===== config.mk =====
export PLATFORM = sky130hd
export DESIGN_NAME = decade_counter
export DESIGN_NICKNAME = d
export VERILOG_FILES = /design/src/rtl/decade_counter.sv
export SDC_FILE = /design/constraint.sdc
export NUM_CORES = 1
export LEC_CHECK = 0
export CAP_MARGIN = 20
export CORE_AREA = 5 5 42 44
export CTS_CLUSTER_SIZE = 28
export DETAILED_ROUTE_END_ITERATION = 12
export DIE_AREA = 0 0 47 49
export GPL_TIMING_DRIVEN = 0
export PLACE_DENSITY = 0.56
export SLEW_MARGIN = 20
export SYNTH_ARGS = -nofsm -noshare
export SYNTH_HDL_FRONTEND = slang
export SYNTH_SLANG_ARGS = --single-unit

===== constraint.sdc =====
create_clock -name clk -period 3.59 [get_ports clk]
set_clock_uncertainty 0.05 [all_clocks]
set_input_delay 0.718 -clock clk [delete_from_list [all_inputs] [get_ports clk]]
set_output_delay 0.718 -clock clk [all_outputs]
set_load 0.05 [all_outputs]

===== src/rtl/decade_counter.sv =====
// decade_counter: modulo-MODULUS counter (default 0..9) with count enable,
// synchronous clear, parallel load, a combinational terminal-count flag and
// a registered wrap pulse, so stages can be cascaded (tc -> en of next stage).
//
// Optional build macro DECADE_COUNTER_UPDOWN_EN adds a dn input. With dn=1 and
// en=1 the counter counts down, wrapping 0 -> MODULUS-1.
//
// reset is asynchronous and active low. It clears q and wrap immediately.
module decade_counter #(
   parameter int WIDTH   = 4,
   parameter int MODULUS = 10
) (
   input  logic             clk,
   input  logic             reset,
   input  logic             en,
   input  logic             clr,
   input  logic             load,
   input  logic [WIDTH-1:0] load_val,
`ifdef DECADE_COUNTER_UPDOWN_EN
   input  logic             dn,
`endif
   output logic [WIDTH-1:0] q,
   output logic             tc,
   output logic             wrap
);

   // Last legal count value. MODULUS is also kept one bit wider, so that
   // MODULUS == 2**WIDTH can still be represented and compared against.
   localparam logic [WIDTH-1:0] Q_MAX   = WIDTH'(MODULUS - 1);
   localparam logic [WIDTH:0]   MOD_EXT = (WIDTH + 1)'(MODULUS);

   logic             count_down;
   logic [WIDTH-1:0] q_next;
   logic             wrap_next;

   // Direction select. Without the up/down option, the counter is up-only.
`ifdef DECADE_COUNTER_UPDOWN_EN
   always_comb count_down = dn;
`else
   always_comb count_down = 1'b0;
`endif

   // Next-state selection. Priority order is clr, then load, then en, then hold.
   // An out-of-range q returns to 0 on the next enabled count. This step does
   // not produce a wrap pulse.
   always_comb begin
      q_next    = q;
      wrap_next = 1'b0;
      if (clr) begin
         q_next = '0;
      end else if (load) begin
         q_next = ({1'b0, load_val} < MOD_EXT) ? load_val : '0;
      end else if (en) begin
         if ({1'b0, q} >= MOD_EXT) begin
            q_next = '0;
         end else if (count_down) begin
            if (q == '0) begin
               q_next    = Q_MAX;
               wrap_next = 1'b1;
            end else begin
               q_next = q - WIDTH'(1);
            end
         end else begin
            if (q == Q_MAX) begin
               q_next    = '0;
               wrap_next = 1'b1;
            end else begin
               q_next = q + WIDTH'(1);
            end
         end
      end
   end

   // Count and wrap registers, with asynchronous active-low clear.
   always_ff @(posedge clk or negedge reset) begin
      if (!reset) begin
         q    <= '0;
         wrap <= 1'b0;
      end else begin
         q    <= q_next;
         wrap <= wrap_next;
      end
   end

   // Terminal count. This is the value at which the next enabled count wraps.
   always_comb tc = en && (count_down ? (q == '0) : (q == Q_MAX));

endmodule


==> results.toml <==
[detailed_routing]
drt_iter0_drc = 6
routed_wl_um = 790
drc_errors = 0
firstDrtPassIters = 4
wl_per_cell_um = 11.62
vias = 330
via_per_inst = 4.853
wl_met2_um = 336
wl_met1_um = 385
antenna_left = 0
met3_length_um = 55
top_layer = "met4"

[clock_tree]
clock-root-buffer = "clkbuf_4"
cts_resized = 0
cts_tree = "done"
cts-htree-levels = 1
clkSinkCount = 5
clockBufferDepth = 2
clk_pin_slew_ps = 40
hold_buffers = 0
post_cts_buffers = 0
cts_buffers = 3
worstSkewPairLatency_ps = 240

[sta]
worst_pin_slew_ps = 496.2
finalHoldViolCount = 0
hold_ws_ps = 604.2
slew_headroom = 0.6682
setup_slack_ps = 944.8
setup_violations = 0
tns_ps = 0
rsz0062_at_grt = "false"
drv_slew = 0
final.min_clock_period_ps = 2645
clock.fmax_mhz = 378.0
fin_crit_sh = 0.7368

[placement]
portBuffers = 12
place_congestion = 0.6591
dpl.hpwl_um = 607.8
place_ws_ps = 945.2

[logic_synthesis]
ys_ff_latch = 5
synth_top_area_frac = 0.3559
syn_area_per_cell_um2 = 9.766
synth_area_leader_cell = "dfrtp_1"
synthArstFlopShare = 1.000
ys.flop_type = "dfrtp_1"
synth_edf_count = 0
synth.distinct_cells = 24
synth_commonest_cells = "dfrtp_1, a21oi_1, nor2_1"
synthCells = 36
yosysSeqAreaShare = 0.3559
synthTopCellsByArea = "dfrtp_1, a21oi_1, a221oi_2, nor3b_1, o31ai_1"
synth_area_um2 = 351.6
syn-num-nets = 45
synth_warnings = 0
yosysMostFrequentCell = "dfrtp_1"

[floorplan]
io_pins = 15
rows = 14
start_util = 0.2509
core_area_um2 = 1401
dieHeight_um = 49
fp.dieArea_um2 = 2303
fp.dieW_um = 47

[setup_path]
critical_path_class = "reg2out"
worst_ep_required_time_ps = 2820
critPathMaxFanout = 8
start_kind = "flip-flop"
arrival_ps = 1880
worstSetupEndpointType = "output pin"
crit_slowest_cell = "clkdlybuf4s50_1"
worst_path_largest_cell_delay_ps = 800
crit_chain = "nor2_1, and4_2, clkdlybuf4s50_1"

[grt]
grt_overflow = 0
grt_pass1_vias = 286
grt_start_max_net_pins = 11
grt_antenna_before_repair = 0
grt_pass1_wl_um = 1283
grt_util_all_layers = 0.07768

[power]
p_per_area_nw_per_um2 = 336.6
irDropWorstVdd_mv = 0.2071
power_w = 0.0001744
leakage_nw = 0.2006

[min_path]
hp-class = "reg2reg"

[layout]
drive_gt1_frac = 0.1923
synthToLayoutAreaGrowth_pct = 47.33
antennaDiodeCount = 0
num-nets-final = 62

[status]
run_status = "finished clean"

[flow_run]
max-cap-violations = 0
where the power goes:
part	total [W]	switching [W]	internal (W)
combinational	0.0000476	0.0000260	0.0000216
clock	0.0000627	0.0000209	0.0000419
sequential	0.0000640	0.00000452	0.0000595
worst paths after layout:
check	end	startpoint	cells after the start	slack, ps
max reg2reg	q[1]	q[1]	3	2320
min in group asynchronous	q[1]	reset	1	660
min	q[2]	q[2]	2	600
min reg2reg	q[2]	q[2]	2	600
max in group asynchronous	q[3]	reset	1	2640
max	tc	q[1]	3	940
layer usage:
metal / global-route usage / vias to the layer above
met5: 0 / -
li1: - / 173
met2: 0.09729 / 13
met3: 0.04428 / 2
met1: 0.1086 / 142
met4: 0.02765 / 0
cells by family (layout without fill, tap and decap cells):
kind of cell / after synthesis / count (layout) / share of synthesized area
AND/OR/NAND/NOR: 16 / 16 / 0.3132
AO/OA/AOI/OAI: 10 / 10 / 0.2277
flip-flops: 5 / 5 / 0.3559
buffers and inverters: 4 / 20 / 0.07827
XOR/XNOR: 1 / 1 / 0.02492
area by class of cell:
cell class	count	area, µm²
fillers	155	883.3
multi-input cells	27	198.9
flip-flops and latches	5	125.1
repair buffers	12	120.1
clock buffers	4	26.28
plain buffers	3	23.77
well taps	16	20.02
inverters	1	3.754
sequential cells by signal, summed over array words and instances (netlist names):
register,flops
wrap,1
q,4
per-stage QoR:
stage,instance area [µm²],instances,util
2_1_floorplan,351.6,36,-
4_1_cts,518.0,68,0.3696
5_1_grt,518.0,68,0.3696
3_5_place_dp,491.7,64,0.3509
3_3_place_gp,491.7,64,0.3509
6_report,518.0,68,0.3696
worst max-delay path, delay by kind of cell, from the launching register on:
family                 cells  cell delay [ps]
AND/OR/NAND/NOR            2              390
flip-flops                 1              460
buffers and inverters      1              800
cells in the final DEF (no fill, tap or decap), types with 2 or more instances in the layout:
master,Yosys,final
nand2_1,2,2
clkbuf_4,0,3
nor2_1,3,3
clkdlybuf4s50_1,0,12
nand3_1,2,2
a21oi_1,3,3
o31ai_1,2,2
dfrtp_1,5,5
nor3b_1,2,2
Note: power is estimated with default switching activity, not from simulation.
==> edit (config.mk and constraints unchanged) <==
Reset style: synchronous (`reset`), changed in one clocked block. Comments in the files are not updated.
--- a/src/rtl/decade_counter.sv
+++ b/src/rtl/decade_counter.sv
@@ -74,3 +74,3 @@
    // Count and wrap registers, with asynchronous active-low clear.
-   always_ff @(posedge clk or negedge reset) begin
+   always_ff @(posedge clk) begin
       if (!reset) begin
Behaviour: differs if reset is asserted again (counterexample within 4 cycles, from zero or initial values and one cycle with reset low); with reset held inactive, the same outputs for 10 cycles.
==> edit against the original RTL <==
- cell count up 8.8%
- power down 7.6%
- die area unchanged
- combinational power down 27%
- core utilization up 0.089 points
- fmax down 15%
- cell area up 0.24%
- count of clock-buffer cells in the layout unchanged
- setup slack worse by 480 ps
- routed wire length up 4.3%
- synthesized area down 2.5%
- sequential cell count unchanged
- largest power group is now clock
==> edit: results <==
export IMPL_status="finished, final reports clean"
export IMPL_reg2reg_to="q[3]"
export IMPL_synth_distinct_cells=25
export IMPL_max_slew_margin_pct=66.91
export IMPL_synth_commonest_cells="dfxtp_1 (5), nor2_1 (4), a21oi_1 (3), inv_1 (3), nand2b_1 (3)"
export IMPL_nFillCells=154
export IMPL_gp_congestion=0.7074
export IMPL_synthCells=41
export IMPL_power_leakage_uw=0.0001952
export IMPL_wl_um=824
export IMPL_r2r_start="q[3]"
export IMPL_drive_above_1_share_pct=12.07
export IMPL_grt_pass1_wl_um=1290
export IMPL_drtIter0Drc=8
export IMPL_async_flop_share_pct=0
export IMPL_grt_usage_pct=8.093
export IMPL_viasPerCell=5.027
export IMPL_hpwl_um=629.2
export IMPL_fin_hold_ws_ps=609.6
export IMPL_grt_pass1_vias=305
export IMPL_nets=68
export IMPL_port_buffers=13
export IMPL_numCtsBuffers=3
export IMPL_crit_path_max_fanout=7
export IMPL_critPathArrivalTime_ps=2360
export IMPL_min_from="q[1]"
export IMPL_synth_fp_nets=50
export IMPL_ys_seq_area_share_pct=29.20
export IMPL_synth_area_top_cells="dfxtp_1 (29%), nand2b_1 (5.5%), a21oi_1 (4.4%)"
export IMPL_hold_end="q[1]"
export IMPL_dpl_cell_count=70
[edit: per-layer routing]
metal	vias up	part of all wire (%)	track usage, %
met5	-	0	0
met4	0	1.1	5.530
met3	2	12	4.428
met2	20	42	9.729
met1	164	44	10.53
li1	186	-	-
[edit: cell type report]
type | instances | area share (%)
Multi-Input combinational cell | 31 | 40.96
Timing Repair Buffer | 13 | 25.06
Sequential cell | 5 | 19.28
Clock buffer | 4 | 5.060
Tap cell | 16 | 3.855
Buffer | 2 | 3.614
Inverter | 3 | 2.169
[edit: through the flow]
stage               util (%)  setup WS (ps)  power, µW  cell area (µm²)
global route           37.05          377.4      170.9            519.2
floorplan                  -           1496      80.94            342.8
CTS                    37.05          450.6      164.2            519.2
detailed placement     35.18          445.5      96.14            493.0
finish                 37.05          460.4      161.1            519.2
global placement       35.18          447.3      96.02            493.0
[edit: report_power, final]
part           internal (µW)  switching, µW  total, µW
combinational           17.3           17.6       34.9
sequential              57.4           2.79       60.2
clock                   42.1           23.9       66.0
[edit: cell families after synthesis]
logic type | synth area share, %
xor gates and xnor gates | 2.555
and+or+nand+nor | 36.50
AOI/OAI and AO/OA | 22.99
DFF | 29.20
buffers and inverters | 8.759
[edit: how the worst max path moves through the flow]
stage | startpoint | to | depth (start not counted)
after floorplan | q[3] | tc | 1
after global placement | en | tc | 3
after detailed placement | en | tc | 3
after CTS | en | tc | 3
after global routing | en | tc | 3
final | en | tc | 3
[edit: critical path, cell delays in order]
cell and delay [ps]:
clkdlybuf4s50_1 600, and4_1 240, clkdlybuf4s50_1 800
